File: src/rtl/temp_level_monitor_pkg.sv
// Shared level encoding for the temperature level monitor and its per-channel FSM.
// The level values are ordered, so "higher level" comparisons can be made on the raw code.
package temp_level_monitor_pkg;

    typedef enum logic [1:0] {
        LVL_NORMAL   = 2'd0,
        LVL_PREVENT  = 2'd1,
        LVL_CRITICAL = 2'd2
    } level_t;

    function automatic logic is_alert(input level_t lvl);
        return (lvl != LVL_NORMAL);
    endfunction

endpackage

File: src/rtl/temp_level_channel.sv
// One sensor channel: hysteretic level classification plus a persistence filter
// that only commits a level change after PERSIST consecutive matching samples.
module temp_level_channel
    import temp_level_monitor_pkg::*;
#(
    parameter int          W       = 5,
    parameter int          PERSIST = 3,
    parameter int unsigned HYST    = 2
) (
    input  logic         clk,
    input  logic         reset,
    input  logic         sample_valid,
    input  logic [W-1:0] temp,
    input  logic [W-1:0] prevent_thr,
    input  logic [W-1:0] critical_thr,
    output logic         prevent,
    output logic         critical,
    output logic         in_critical,
    output logic         entering_critical
);

    localparam int            CW      = $clog2(PERSIST + 1);
    localparam logic [CW-1:0] CNT_MAX = CW'(PERSIST);

    level_t        state_reg, state_next;
    level_t        pending_reg, pending_next;
    logic [CW-1:0] cnt_reg, cnt_next;
    logic          prevent_reg, critical_reg;

    logic [W-1:0]  eff_prev, eff_crit;
    level_t        cand;
    logic [CW-1:0] cnt_upd;

    // Threshold lowered by HYST, clamped at zero instead of wrapping.
    function automatic logic [W-1:0] hyst_lower(input logic [W-1:0] thr);
        if (32'(thr) >= HYST)
            return W'(32'(thr) - HYST);
        else
            return '0;
    endfunction

    always_comb begin
        eff_prev = is_alert(state_reg) ? hyst_lower(prevent_thr) : prevent_thr;
        eff_crit = (state_reg == LVL_CRITICAL) ? hyst_lower(critical_thr) : critical_thr;

        // Critical checked first so it wins when its threshold is not above preventive.
        if (temp >= eff_crit)
            cand = LVL_CRITICAL;
        else if (temp >= eff_prev)
            cand = LVL_PREVENT;
        else
            cand = LVL_NORMAL;
    end

    always_comb begin
        state_next   = state_reg;
        pending_next = pending_reg;
        cnt_next     = cnt_reg;
        cnt_upd      = cnt_reg;

        if (sample_valid) begin
            if (cand == state_reg) begin
                pending_next = LVL_NORMAL;
                cnt_next     = '0;
            end else begin
                if (cand == pending_reg) begin
                    cnt_upd = cnt_reg + CW'(1);
                end else begin
                    pending_next = cand;
                    cnt_upd      = CW'(1);
                end

                if (cnt_upd == CNT_MAX) begin
                    state_next = pending_next;
                    cnt_next   = '0;
                end else begin
                    cnt_next   = cnt_upd;
                end
            end
        end
    end

    always_ff @(posedge clk) begin
        if (reset) begin
            state_reg    <= LVL_NORMAL;
            pending_reg  <= LVL_NORMAL;
            cnt_reg      <= '0;
            prevent_reg  <= 1'b0;
            critical_reg <= 1'b0;
        end else begin
            state_reg    <= state_next;
            pending_reg  <= pending_next;
            cnt_reg      <= cnt_next;
            prevent_reg  <= is_alert(state_next);
            critical_reg <= (state_next == LVL_CRITICAL);
        end
    end

    assign prevent           = prevent_reg;
    assign critical          = critical_reg;
    assign in_critical       = (state_reg == LVL_CRITICAL);
    assign entering_critical = (state_next == LVL_CRITICAL) && (state_reg != LVL_CRITICAL);

endmodule

File: src/rtl/temp_level_monitor.sv
// Multi-channel temperature level monitor: one filter FSM per channel plus a
// sticky alarm that latches whenever any channel enters CRITICAL.
module temp_level_monitor
    import temp_level_monitor_pkg::*;
#(
    parameter int          W        = 5,
    parameter int          CHANNELS = 2,
    parameter int          PERSIST  = 3,
    parameter int unsigned HYST     = 2
) (
    input  logic                  clk,
    input  logic                  reset,
    input  logic                  sample_valid,
    input  logic [CHANNELS*W-1:0] temp,
    input  logic [W-1:0]          prevent_thr,
    input  logic [W-1:0]          critical_thr,
    input  logic                  clear_alarm,
    output logic [CHANNELS-1:0]   prevent,
    output logic [CHANNELS-1:0]   critical,
    output logic                  alarm_sticky
);

    logic [CHANNELS-1:0] in_crit_vec;
    logic [CHANNELS-1:0] enter_crit_vec;
    logic                alarm_reg;

    generate
        for (genvar gi = 0; gi < CHANNELS; gi++) begin : g_chan
            temp_level_channel #(
                .W       (W),
                .PERSIST (PERSIST),
                .HYST    (HYST)
            ) u_chan (
                .clk               (clk),
                .reset             (reset),
                .sample_valid      (sample_valid),
                .temp              (temp[gi*W +: W]),
                .prevent_thr       (prevent_thr),
                .critical_thr      (critical_thr),
                .prevent           (prevent[gi]),
                .critical          (critical[gi]),
                .in_critical       (in_crit_vec[gi]),
                .entering_critical (enter_crit_vec[gi])
            );
        end
    endgenerate

    // A channel currently in CRITICAL blocks the clear; a new entry overrides it.
    always_ff @(posedge clk) begin
        if (reset)
            alarm_reg <= 1'b0;
        else if (|enter_crit_vec)
            alarm_reg <= 1'b1;
        else if (clear_alarm && !(|in_crit_vec))
            alarm_reg <= 1'b0;
    end

    assign alarm_sticky = alarm_reg;

endmodule

File: config.mk
export PLATFORM = sky130hd
export DESIGN_NAME = temp_level_monitor
export DESIGN_NICKNAME = d
export VERILOG_FILES = /design/src/rtl/temp_level_monitor_pkg.sv /design/src/rtl/temp_level_channel.sv /design/src/rtl/temp_level_monitor.sv
export SDC_FILE = /design/constraint.sdc
export NUM_CORES = 1
export LEC_CHECK = 0
export CORE_UTILIZATION = 55
export DETAILED_ROUTE_END_ITERATION = 10
export PLACE_DENSITY = 0.85
export SYNTH_ARGS = -nofsm -noshare
export SYNTH_HDL_FRONTEND = slang
export SYNTH_SLANG_ARGS = --single-unit
File: constraint.sdc
create_clock -name clk -period 10.1 [get_ports clk]
set_clock_uncertainty 0.15 [all_clocks]
set_input_delay 2.525 -clock clk [delete_from_list [all_inputs] [get_ports clk]]
set_output_delay 2.525 -clock clk [all_outputs]
set_load 0.1 [all_outputs]
==> results of run 1 <==
-- Yosys cell counts (3+ instances only) --
cell type / instances / area (µm²)
o21a_1: 4 / 30.0
nor2_1: 16 / 60.1
o211ai_1: 4 / 30.0
nand2b_1: 10 / 62.6
or2_2: 4 / 25.0
ha_1: 22 / 275
o22ai_1: 4 / 25.0
o31ai_1: 5 / 37.5
a31oi_1: 3 / 18.8
inv_1: 11 / 41.3
nor2b_1: 5 / 31.3
nand3b_1: 3 / 22.5
nand2_1: 17 / 63.8
buf_4: 4 / 30.0
a21o_1: 4 / 30.0
a22oi_1: 4 / 30.0
nor3_1: 10 / 50.1
nor3b_1: 7 / 52.6
clkbuf_1: 5 / 18.8
o21ai_0: 13 / 65.1
a21boi_0: 4 / 30.0
nand3_1: 6 / 30.0
a21oi_1: 24 / 120
dfxtp_1: 17 / 340
-- final timing paths --
path | from | endpoint | slack (ns) | cells past startpoint
worst max-delay path | critical_thr[1] | g_chan[1].u_chan.cnt_reg[1] | 3.87 | 14
worst min-delay path | g_chan[0].u_chan.cnt_reg[1] | g_chan[0].u_chan.cnt_reg[1] | 0.34 | 2
worst max register to register | g_chan[1].u_chan.state_reg[0] | g_chan[1].u_chan.cnt_reg[1] | 6.85 | 10
worst min register to register | g_chan[0].u_chan.cnt_reg[1] | g_chan[0].u_chan.cnt_reg[1] | 0.34 | 2
-- area by class of cell --
class	count	area, µm²
Inverter	12	45.0
Clock buffer	4	26.3
Multi-Input combinational cell	201	1370
Sequential cell	17	340
Tap cell	44	55.1
Fill cell	278	957
Timing Repair Buffer	28	280
-- worst reg2reg max path: stages, from the launching register on --
cell and delay, ns:
dfxtp_1 0.40, nand2b_1 0.33, nor3b_1 0.25, a21oi_1 0.08
ha_1 0.31, a21o_1 0.12, a31oi_1 0.05, o21ai_1 0.71
nor3_1 0.13, a2111oi_2 0.46, a32o_1 0.22
-- kinds of logic after synthesis --
kind of cell | Yosys count | share of synthesized area
and+or+nand+nor | 91 | 0.273
xor gates and xnor gates | 1 | 0.00483
buffers and inverters | 22 | 0.0545
AOI/OAI and AO/OA | 86 | 0.323
DFF | 17 | 0.188
muxes | 1 | 0.00552
adders and majority gates | 22 | 0.152
-- power by group through the flow --
stage	logic, mW	registers (mW)	clock network [mW]
2_1_floorplan	0.0447	0.0728	0
3_3_place_gp	0.0641	0.0734	0
3_5_place_dp	0.0653	0.0735	0
4_1_cts	0.0657	0.0719	0.0358
5_1_grt	0.0747	0.0723	0.0399
6_report	0.0662	0.0720	0.0349
-- layer usage --
layer / up-vias / part of all wire
met5: - / 0
met4: 0 / 0
met3: 0 / 0.044
met2: 43 / 0.47
met1: 797 / 0.48
li1: 946 / -
-- metrics by stage --
step / cells / cell area [µm²] / hold WS (ns) / power (mW) / worst slack [ns]
6_report: 306 / 2120 / 0.343 / 0.173 / 3.87
2_1_floorplan: 240 / 1810 / 0.310 / 0.117 / 4.72
4_1_cts: 306 / 2120 / 0.346 / 0.173 / 3.91
3_3_place_gp: 302 / 2090 / 0.328 / 0.138 / 3.67
3_5_place_dp: 302 / 2090 / 0.332 / 0.139 / 3.63
5_1_grt: 306 / 2120 / 0.379 / 0.187 / 3.59
==> metrics.md, run 1 <==
| Metric | Value |
|---|---|
| Outcome | finished, final reports clean |
| Internal Power | 0.115 mW |
| Ys flop type | dfxtp_1 |
| Gr ovfl total | 0 |
| Number of setup buffers added after CTS | 0 |
| Syn Inst Count | 240 |
| Num Clock Sinks | 17 |
| Critical Path RT | 10.13 ns |
| Core ar. | about 3000 µm² |
| Sw Ratio | 0.334 |
| CP Launch Type | primary input |
| Hold buffers post-CTS | 0 |
| Longest Clk Path Bufs | 2 |
| Ys Warns | 0 |
| Syn Nets | 286 |
| HP Class | reg -> reg |
| Diode count | 0 |
| Initial DRT Pass Iterations | 4 |
| Cell Area, Synth | 1810 µm² |
| Initial antenna violation count | 0 |
| CTS H-tree lvls | 1 |
| Family with the most delay on the worst path | compound AO/OA/AOI/OAI gates |
| Gr busiest metal | met2 |
| Clk pwr share | 0.202 |
| M2 GR Usage | 0.437 |
| Hpwl dp | between 3000 and 4000 µm |
| Most frequent cells in the layout | clkdlybuf4s50_1 (28), a21oi_1 (24), ha_1 (22), nand2_1 (17), dfxtp_1 (17) |
| Cell with the largest stage delay on the worst path | clkdlybuf4s50_1 |
| Final period util | 0.617 |
| Register area share after synthesis | 0.188 |
| Initial Util | 0.589 |
| Crit-path max FO | 12 |
| Final GP Congestion | 0.864 |
| First-pass GRT wire length | 7180 µm |
| Worst-skew pair later-pin latency | 0.29 ns |
| GRT Util Overall | 0.262 |
| Tmin final | between 6 and 7 ns |
| Ys async rst share | 0 |
| Die X | 59.4 µm |
| Kind of critical path | in -> reg |
| Power density over the cells | 81.6 nW/µm² |
| EDFF count, synth | 0 |
| Nets@finish | 309 |
| Maximum clock frequency | 160 MHz |
| IO Count | 29 |
| Total Die Area | ~3500 µm² |
| Post-route ant nets | 0 |
| Drt drc | 0 |
| Seq cells post-synth | 17 |
| Sequential share of power | 0.416 |
| Worst-Margin Slew | 0.977 ns |
| Area growth syn-to-layout | 17.0% |
| Combinational Power Share | 0.383 |
| CTS tree | done |
| Psw | between 0.05 and 0.06 mW |
| Max-Cap Viols | 0 |
| Routed vias | around 1800 |
| Vias in the first global route | 1686 |
| Avg Cell Area, Syn | 7.55 µm² |
| Cell Rows | 20 |
| Max-slew headroom | 0.347 |
| Maximum vdd drop | 91.5 µV |
| Clock-pin slew on the worst setup and hold paths | about 0.090 ns |
| RSZ-0062 raised after global routing | no |
| Max Slew Vio Count | 0 |
| Post-cts resize count | 0 |
| WL final | between 4000 and 5000 µm |
| CTS buffer count | 3 |
| Final setup viols | 0 |
| Per-cell routed wire length | 13.4 µm |
| Share of cells above drive strength 1 | 0.0611 |
| Die Y | slightly below 60 µm |
| GR Util met3 | 0.0502 |
| Critical-path cell list | clkdlybuf4s50_1, inv_1, ha_1, nor3b_1, o31ai_1, nor3b_1, a21oi_1, ha_1, a21o_1, a31oi_1, o21ai_1, and2_1, or2_2, a32o_1 |
| Clk root buf | clkbuf_4 |
| Post-synth cell types | 53 |
| Via/cell ratio | between 5 and 6 |
| CP Capture Type | register |
| GR Util met1 | 0.347 |
| Fin util | 0.689 |
| Setup TNS | 0 ns |
| CP peak stage delay | 0.52 ns |
| Arr. time, crit path | 6.26 ns |
| WP buf/inv | 2 |
| Largest net degree at the start of global routing | 17 |
| Most common cell after layout, fill and taps aside | clkdlybuf4s50_1 |
| Number of DRC markers in iteration 0 | 56 |
| Final hold vios | 0 |
| Leakage | 0.836 nW |
| Port bufs | 28 |
No activity file was read; power rests on OpenSTA's default activity.
==> run 2, diff against run 1 <==
--- a/config.mk
+++ b/config.mk
@@ -5,9 +5,9 @@
 export SDC_FILE = /design/constraint.sdc
 export NUM_CORES = 1
 export LEC_CHECK = 0
-export CORE_UTILIZATION = 55
+export CORE_UTILIZATION = 49
 export DETAILED_ROUTE_END_ITERATION = 10
-export PLACE_DENSITY = 0.85
+export PLACE_DENSITY = 0.8
 export SYNTH_ARGS = -nofsm -noshare
 export SYNTH_HDL_FRONTEND = slang
 export SYNTH_SLANG_ARGS = --single-unit
==> constraint.sdc (replaced) <==
create_clock -name clk -period 5.1 [get_ports clk]
set_clock_uncertainty 0.15 [all_clocks]
set_input_delay 1.275 -clock clk [delete_from_list [all_inputs] [get_ports clk]]
set_output_delay 1.275 -clock clk [all_outputs]
set_load 0.1 [all_outputs]
==> metrics.md, run 2 (same netlist as run 1, synthesis figures left out) <==
| Metric | Value |
|---|---|
| Worst-skew pair later-pin latency | 0.25 ns (was 0.29 ns) |
| Leakage | 0.864 nW (was 0.836 nW) |
| Nets@finish | 313 (was 309) |
| Outcome | finished, final reports clean (unchanged) |
| FF-to-FF End | alarm_sticky (was g_chan[1].u_chan.cnt_reg[1]) |
| CTS tree | done (unchanged) |
| Family with the most delay on the worst path | compound AO/OA/AOI/OAI gates (unchanged) |
| Diode count | 0 (unchanged) |
| Combinational Power Share | 0.360 (was 0.383) |
| Power density over the cells | 172 nW/µm² (was 81.6 nW/µm²) |
| Clk pwr share | 0.259 (was 0.202) |
| Number of setup buffers added after CTS | 0 (unchanged) |
| Max-Cap Viols | 0 (unchanged) |
| Worst-Margin Slew | 0.969 ns (was 0.977 ns) |
| Max Slew Vio Count | 0 (unchanged) |
| Post-route ant nets | 0 (unchanged) |
| Worst path depth | 14 (unchanged) |
| Core ar. | 3440 µm² (was 3080 µm²) |
| WP buf/inv | 2 (unchanged) |
| Initial DRT Pass Iterations | 4 (unchanged) |
| Gr ovfl total | 0 (unchanged) |
| HP Class | reg -> reg (unchanged) |
| Sw Ratio | 0.317 (was 0.334) |
| Setup TNS | 0 ns (unchanged) |
| Kind of critical path | in -> reg (unchanged) |
| Clk root buf | clkbuf_8 (was clkbuf_4) |
| Max-slew headroom | 0.352 (was 0.347) |
| Area growth syn-to-layout | 19.8% (was 17.0%) |
| Cell with the largest stage delay on the worst path | clkdlybuf4s50_1 (unchanged) |
| Vias in the first global route | 1641 (was 1686) |
| CP Capture Type | register (unchanged) |
| Via/cell ratio | 5.90 (was 5.84) |
| Port bufs | 28 (unchanged) |
| Critical-path cell list | clkdlybuf4s50_1, inv_1, ha_1, nor3b_1, o31a_1, nor2_1, a22oi_1, ha_1, a21oi_1, nor2_1, a311o_1, a2111oi_0, o211ai_1, o211ai_2 (was clkdlybuf4s50_1, inv_1, ha_1, nor3b_1, o31ai_1, nor3b_1, a21oi_1, ha_1, a21o_1, a31oi_1, o21ai_1, and2_1, or2_2, a32o_1) |
| Critical Path RT | 5.13 ns (was 10.13 ns) |
| Final setup margin | 0.448 ns (was 3.87 ns) |
| Largest net degree at the start of global routing | 17 (unchanged) |
| Worst R2R Start | g_chan[1].u_chan.state_reg[0] (unchanged) |
| Initial antenna violation count | 0 (unchanged) |
| Longest Clk Path Bufs | 2 (unchanged) |
| R2R setup slack | 2.04 ns (was 6.85 ns) |
| Cell Rows | 21 (was 20) |
| Per-cell routed wire length | 13.6 µm (was 13.4 µm) |
| Total Die Area | 3950 µm² (was 3530 µm²) |
| Maximum vdd drop | 114 µV (was 91.5 µV) |
| Arr. time, crit path | 4.68 ns (was 6.26 ns) |
| Num Clock Sinks | 17 (unchanged) |
| RSZ-0062 raised after global routing | no (unchanged) |
| Place WS | 0.233 ns (was 3.63 ns) |
| Routed vias | 1840 (was 1786) |
| Initial Util | 0.527 (was 0.589) |
| Hpwl dp | 3460 µm (was 3400 µm) |
| Filler cell count | 308 (was 278) |
| R2R cell count | 10 (unchanged) |
| Sequential share of power | 0.381 (was 0.416) |
| Tmin final | 4.65 ns |
| CTS H-tree lvls | 1 (unchanged) |
| CTS buffer count | 3 (unchanged) |
| Share of cells above drive strength 1 | 0.0752 (was 0.0611) |
| Worst Hold End | g_chan[0].u_chan.pending_reg[1] (was g_chan[0].u_chan.cnt_reg[1]) |
| Clock-pin slew on the worst setup and hold paths | 0.06 ns (was 0.09 ns) |
| Die Y | 62.8 µm (was 59.4 µm) |
| Die X | 62.8 µm (was 59.4 µm) |
| Internal Power | 0.256 mW (was 0.115 mW) |
| Reg area | 340 µm² (unchanged) |
| Most frequent cells in the layout | clkdlybuf4s50_1 (28), a21oi_1 (24), ha_1 (22), nand2_1 (17), dfxtp_1 (17) (unchanged) |
| Number of DRC markers in iteration 0 | 109 (was 56) |
| Hold path start | g_chan[0].u_chan.pending_reg[1] (was g_chan[0].u_chan.cnt_reg[1]) |
| Final GP Congestion | 0.870 (was 0.864) |
| Cell Area, Placed | 2130 µm² (was 2090 µm²) |
| GRT Util Overall | 0.229 (was 0.262) |
| Multi-input gate area | 1370 µm² (unchanged) |
| Post-cts resize count | 0 (unchanged) |
| CP Launch Type | primary input (unchanged) |
| IO Count | 29 (unchanged) |
| Hold Path Stages | 2 (unchanged) |
| CP peak stage delay | 0.51 ns (was 0.52 ns) |
| WL final | 4250 µm (was 4100 µm) |
| Fin area | 2170 µm² (was 2120 µm²) |
| Most common cell after layout, fill and taps aside | clkdlybuf4s50_1 (unchanged) |
| First-pass GRT wire length | 7400 µm (was 7180 µm) |
| Hold buffers post-CTS | 0 (unchanged) |
| Final setup viols | 0 (unchanged) |
| Psw | 0.119 mW (was 0.0578 mW) |
| Crit-path max FO | 7 (was 12) |
| Final hold vios | 0 (unchanged) |
| Final period util | 0.912 |
| Maximum clock frequency | between 200 and 250 MHz |
| Drt drc | 0 (unchanged) |
==> run 2: stage by stage <==
stage	std cells	hold slack (ns)	total power [mW]	utilization
5_1_grt	312	0.369	0.403	0.631
3_5_place_dp	308	0.337	0.279	0.618
2_1_floorplan	240	0.310	0.233	-
6_report	312	0.339	0.374	0.631
3_3_place_gp	308	0.332	0.276	0.618
4_1_cts	312	0.344	0.378	0.631
==> run 2: power by group through the flow <==
stage / clock network, mW / registers (mW) / logic [mW]
after floorplan: 0 / 0.144 / 0.0885
after global placement: 0 / 0.145 / 0.130
after detailed placement: 0 / 0.145 / 0.134
after CTS: 0.101 / 0.142 / 0.134
after global routing: 0.109 / 0.143 / 0.151
final: 0.0972 / 0.142 / 0.135
==> run 2: tightest hold or removal path, cell delays in order, from the launching register on <==
cell and delay [ns]:
dfxtp_1 0.32, nand2b_1 0.07, a21oi_1 0.06
==> run 2: layout make-up <==
| cell class | count | area share |
|---|---|---|
| clock buffers | 4 | 0.0207 |
| inverters | 12 | 0.0207 |
| multi-input cells | 201 | 0.632 |
| flip-flops and latches | 17 | 0.157 |
| well taps | 46 | 0.0265 |
| repair buffers | 32 | 0.143 |
==> run 2: worst max-delay path by stage <==
stage                                           to  slack, ns           start
after detailed placement              alarm_sticky       0.23  prevent_thr[1]
final                                 alarm_sticky       0.45  prevent_thr[1]
after global placement                alarm_sticky       0.31  prevent_thr[1]
after global routing      g_chan[0].u_chan.prevent       0.18  prevent_thr[1]
after floorplan           g_chan[1].u_chan.prevent       0.97  prevent_thr[1]
after CTS                             alarm_sticky       0.49  prevent_thr[1]
==> run 2: layer usage <==
metal	GRT usage	wire length, µm	vias up
li1	-	-	960
met1	0.325	2130	829
met2	0.375	1900	49
met3	0.0401	202	2
met4	0.0116	14	0
met5	0	0	-
